--- config.mk ---
export PLATFORM = sky130hd
export DESIGN_NAME = alu_datapath
export DESIGN_NICKNAME = d
export VERILOG_FILES = /design/src/rtl/alu_datapath.sv
export SDC_FILE = /design/constraint.sdc
export NUM_CORES = 1
export LEC_CHECK = 0
export ABC_AREA = 0
export BUFFER_PORTS_ARGS = -buffer_cell sky130_fd_sc_hd__buf_2
export CAP_MARGIN = 40
export CORE_MARGIN = 2
export CORE_UTILIZATION = 61
export DETAILED_ROUTE_END_ITERATION = 10
export PLACE_DENSITY_LB_ADDON = 0.15
export REMOVE_ABC_BUFFERS = 1
export SLEW_MARGIN = 5
export SYNTH_ARGS = -nofsm -noshare
export SYNTH_HDL_FRONTEND = slang
export SYNTH_SLANG_ARGS = --single-unit
--- constraint.sdc ---
create_clock -name clk -period 4.8 [get_ports clk]
set_input_delay 0.48 -clock clk [delete_from_list [all_inputs] [get_ports clk]]
set_output_delay 0.48 -clock clk [all_outputs]
set_load 0.02 [all_outputs]
--- src/rtl/alu_datapath.sv ---
// Multi-cycle 8-bit ALU: add/sub in one cycle, shift-add mul and restoring div in eight.
// Ports: clk, reset (async low), enable/opcode/a/b in; done/result/error/busy out.
module alu_datapath #(
  parameter int WIDTH = 16,
  parameter int OP_W  = 4
) (
  input  logic             clk,
  input  logic             reset,
  input  logic             enable,
  input  logic [OP_W-1:0]  opcode,
  input  logic [7:0]       a,
  input  logic [7:0]       b,
  output logic             done,
  output logic [WIDTH-1:0] result,
  output logic             error,
  output logic             busy
);

  localparam logic [1:0] IDLE    = 2'd0;
  localparam logic [1:0] EXEC    = 2'd1;
  localparam logic [1:0] DONE    = 2'd2;
  localparam logic [1:0] RELEASE = 2'd3;

  localparam logic [OP_W-1:0] OP_ADD = OP_W'(0);
  localparam logic [OP_W-1:0] OP_SUB = OP_W'(1);
  localparam logic [OP_W-1:0] OP_MUL = OP_W'(2);
  localparam logic [OP_W-1:0] OP_DIV = OP_W'(3);

  logic [1:0]      state;
  logic [3:0]      cnt;
  logic [OP_W-1:0] op_r;
  logic [7:0]      a_r;
  logic [7:0]      b_r;
  logic [15:0]     acc;
  logic [7:0]      rem;
  logic [7:0]      quo;

  logic [2:0]  bit_ix;
  logic [15:0] addend;
  logic [15:0] mul_sum;
  logic [8:0]  rem_sh;
  logic        ge;
  logic [8:0]  rem_sub;
  logic [7:0]  rem_n;
  logic [7:0]  quo_n;

  assign bit_ix  = cnt[2:0];
  assign addend  = b_r[bit_ix] ? (16'(a_r) << bit_ix) : 16'h0000;
  assign mul_sum = acc + addend;

  // dividend bits enter MSB first
  assign rem_sh  = {rem, a_r[3'd7 - bit_ix]};
  assign ge      = rem_sh >= {1'b0, b_r};
  assign rem_sub = rem_sh - {1'b0, b_r};
  assign rem_n   = ge ? rem_sub[7:0] : rem_sh[7:0];
  assign quo_n   = {quo[6:0], ge};

  assign done = (state == DONE);
  assign busy = (state != IDLE);

  always_ff @(posedge clk or negedge reset) begin
    if (!reset) begin
      state  <= IDLE;
      cnt    <= 4'd0;
      op_r   <= '0;
      a_r    <= 8'h00;
      b_r    <= 8'h00;
      acc    <= 16'h0000;
      rem    <= 8'h00;
      quo    <= 8'h00;
      result <= '0;
      error  <= 1'b0;
    end else begin
      unique case (state)
        IDLE: begin
          if (enable) begin
            op_r  <= opcode;
            a_r   <= a;
            b_r   <= b;
            cnt   <= 4'd0;
            acc   <= 16'h0000;
            rem   <= 8'h00;
            quo   <= 8'h00;
            state <= EXEC;
          end
        end
        EXEC: begin
          unique case (op_r)
            OP_ADD: begin
              result <= WIDTH'({1'b0, a_r} + {1'b0, b_r});
              error  <= 1'b0;
              state  <= DONE;
            end
            OP_SUB: begin
              result <= WIDTH'({8'h00, a_r} - {8'h00, b_r});
              error  <= 1'b0;
              state  <= DONE;
            end
            OP_MUL: begin
              if (cnt == 4'd7) begin
                result <= WIDTH'(mul_sum);
                error  <= 1'b0;
                state  <= DONE;
              end else begin
                acc <= mul_sum;
                cnt <= cnt + 4'd1;
              end
            end
            OP_DIV: begin
              if (b_r == 8'h00) begin
                result <= WIDTH'({8'hFF, a_r});
                error  <= 1'b1;
                state  <= DONE;
              end else if (cnt == 4'd7) begin
                result <= WIDTH'({quo_n, rem_n});
                error  <= 1'b0;
                state  <= DONE;
              end else begin
                rem <= rem_n;
                quo <= quo_n;
                cnt <= cnt + 4'd1;
              end
            end
            default: begin
              result <= '0;
              error  <= 1'b1;
              state  <= DONE;
            end
          endcase
        end
        DONE: begin
          state <= enable ? RELEASE : IDLE;
        end
        RELEASE: begin
          if (!enable) state <= IDLE;
        end
        default: state <= IDLE;
      endcase
    end
  end

endmodule

==> results.py <==
metrics = {
    "route": {
        "drt_iter0_drc": 284,
        "wl_per_cell_um": 18.4,
        "avgViaCountPerCell": 6.27,
        "drc_errors": 0,
        "vias": 4835,
        "first_pass_iters": 5,
        "ant_nets": 0,
        "wl_um": 14200,
    },
    "power": {
        "max-vdd-ir-drop_mv": 0.433,
        "p_per_area_mw_per_mm2": 700,
        "p_leak_nw": 2.61,
    },
    "yosys": {
        "syn_inst": 627,
        "synth_top_area_frac": 0.341,
        "yosysTopAreaCell": "dfrtp_1",
        "yosysWarnings": 0,
        "synth_edf_count": 0,
        "async_reset_ff_frac": 1.00,
        "syn_area_per_cell_um2": 8.67,
        "yosysSeqAreaShare": 0.341,
        "synth.distinct_cells": 68,
        "ys.flop_type": "dfrtp_1",
        "synth-seq-cells": 74,
        "netlist_area_mm2": 0.00544,
        "synth_area_leaders": "dfrtp_1, ha_1, nand2_1, o21ai_0, a21oi_1",
    },
    "cells_and_area": {
        "fillCellCount": 745,
        "final_cell_mix": "nand2_1, dfrtp_1, nor2_1, o21ai_0, a21oi_1",
        "area_growth_pct": 9.36,
        "drive_gt1_frac": 0.146,
        "diodes": 0,
        "layout.nets": 726,
        "mostFrequentLayoutCell": "nand2_1",
    },
    "die": {
        "core_mm2": 0.00868,
        "die_h_um": 98.4,
        "top_level_ports": 42,
        "die_x_um": 98.4,
        "start_util": 0.627,
        "core.rowCount": 34,
        "die_area_mm2": 0.00969,
    },
    "hold_path": {
        "hp-class": "in2async",
    },
    "flow_run": {
        "drv_cap": 0,
    },
    "clocking": {
        "cts_tree": "built",
        "cts_resized": 0,
        "clock_latency_ns": 0.37,
        "cts.sinks": 74,
        "holdBufCountCts": 0,
        "htreeDepth": 3,
        "postCtsSetupBuffers": 0,
        "cts_root_buf": "clkbuf_8",
        "cts_buffers": 9,
        "clockBufferDepth": 2,
        "clk_transition_reported_paths_ns": 0.09,
    },
    "timing": {
        "slew_violations": 0,
        "final_hold_viol_count": 0,
        "timing.fmax_mhz": 258,
        "finalCritPeriodShare": 0.807,
        "hold_ws_ns": 0.0872,
        "tns_ns": 0,
        "tightest_slew_ns": 0.788,
        "maxSlewHeadroom": 0.471,
        "rsz0062_at_grt": "false",
        "clock_skew_ns": 0.0119,
        "period_minus_slack_ns": 3.88,
        "setup_viol": 0,
    },
    "critical_path": {
        "crit_required_ns": 5.06,
        "crit_start": "cnt[1]",
        "cp_cell_sequence": "mux4_2 > nand2_1 > and2_1 > nor2_1 > ha_1 > a21oi_1 > nand2_1 > a221o_1 > a21oi_1 > o211a_1 > nor4_1 > a211o_1",
        "critical_path.top_delay_family": "compound AO/OA/AOI/OAI gates",
        "critPathBufInv": 0,
        "cp-start-kind": "register",
        "slowest_stage": "dfrtp_1",
        "rr_startpoint": "cnt[1]",
        "arrival_ns": 4.14,
        "cp.depth": 12,
        "max_stage_delay_ns": 0.73,
        "path_class": "reg2reg",
        "r2r_cells": 12,
        "path_max_fanout": 18,
        "rrSetupSlack_ns": 0.92,
        "crit_end": "result[15]",
        "r2r-end": "result[15]",
        "crit_path_end_kind": "register",
    },
    "grt": {
        "grtUsageTotal": 0.305,
        "grt_first_pass_wirelength_um": 23200,
        "grt_antenna_before_repair": 0,
        "grt_pass1_vias": 4564,
        "grt-ovfl-total": 0,
        "grt_max_degree": 39,
    },
    "outcome": {
        "outcome": "finished, final reports clean",
    },
    "placed_design": {
        "gp_congestion": 0.974,
        "dp_hpwl_um": 10700,
        "numPortBuffers": 41,
    },
}
## routing by layer
layer | GRT usage | share of wire | vias up | wire, um
li1 | - | - | 2315 | -
met1 | 0.418 | 0.43 | 2306 | 6090
met2 | 0.496 | 0.48 | 181 | 6800
met3 | 0.0496 | 0.067 | 33 | 945
met4 | 0.102 | 0.025 | 0 | 352
met5 | 0 | 0 | - | 0
## final cells by class
class                   count  area [um^2]  area share
flip-flops and latches     74         1850       0.311
repair buffers             49          288      0.0484
multi-input cells         497         3360       0.565
well taps                 108          135      0.0227
inverters                  28          105      0.0177
clock buffers               9          124      0.0208
clock inverters             6         82.6      0.0139
## cells by family after synthesis
group / count (synthesis) / share of synthesized area
buffers and inverters: 56 / 0.0419
xor gates and xnor gates: 22 / 0.0354
AOI/OAI and AO/OA: 189 / 0.221
adders and majority gates: 44 / 0.107
DFF: 74 / 0.341
and+or+nand+nor: 209 / 0.185
muxes: 33 / 0.0693
## stage by stage
step | total power [mW] | cell area [um^2] | cells | util | worst slack, ns
final | 4.16 | 5950 | 771 | 0.685 | 0.924
after global routing | 4.46 | 5950 | 771 | 0.685 | 0.651
after CTS | 4.13 | 5950 | 771 | 0.685 | 0.960
after detailed placement | 3.59 | 5740 | 756 | 0.661 | 0.963
after floorplan | 2.85 | 5320 | 599 | - | 1.39
after global placement | 3.51 | 5710 | 754 | 0.657 | 1.11
## cell usage after synthesis (all sizes together), types with 5 or more instances
library cell,number
a21o,6
a21oi,48
a22o,11
a31oi,10
and2,5
buf,12
clkbuf,16
dfrtp,74
ha,40
inv,28
mux2,17
mux2i,14
nand2,77
nand2b,12
nand3,10
nor2,62
nor2b,9
nor3,12
o21a,6
o21ai,61
o31a,5
o31ai,6
xnor2,13
xor2,9
## sequential cells by signal, summed over array words and instances, names as in the netlist
name	cells
error	1
rem	8
a_r	8
quo	7
acc	16
op_r	4
b_r	8
result	16
state	2
cnt	4
## worst reg2reg max path, stage by stage, from the launching register on
cell and delay (ns):
dfrtp_1 0.73, mux4_2 0.59, nand2_1 0.16, and2_1 0.27
nor2_1 0.10, ha_1 0.36, a21oi_1 0.20, nand2_1 0.08
a221o_1 0.35, a21oi_1 0.32, o211a_1 0.28, nor4_1 0.06
a211o_1 0.27
## report_power, final
part	switching [mW]	internal, mW	total, mW
combinational	1.52	0.999	2.52
sequential	0.290	0.811	1.10
clock	0.251	0.287	0.538
total	2.07	2.10	4.16
## worst min-delay path by stage
stage               startpoint       to  slack, ns  depth (start not counted)
floorplan                reset   a_r[0]       0.18                          0
global placement        quo[6]   quo[6]       0.47                          2
detailed placement      acc[7]   acc[7]       0.47                          2
CTS                      reset  acc[14]       0.11                          1
global route             reset  acc[14]       0.12                          1
finish                   reset  acc[14]       0.09                          1
Note: power is estimated with default switching activity, not from simulation.
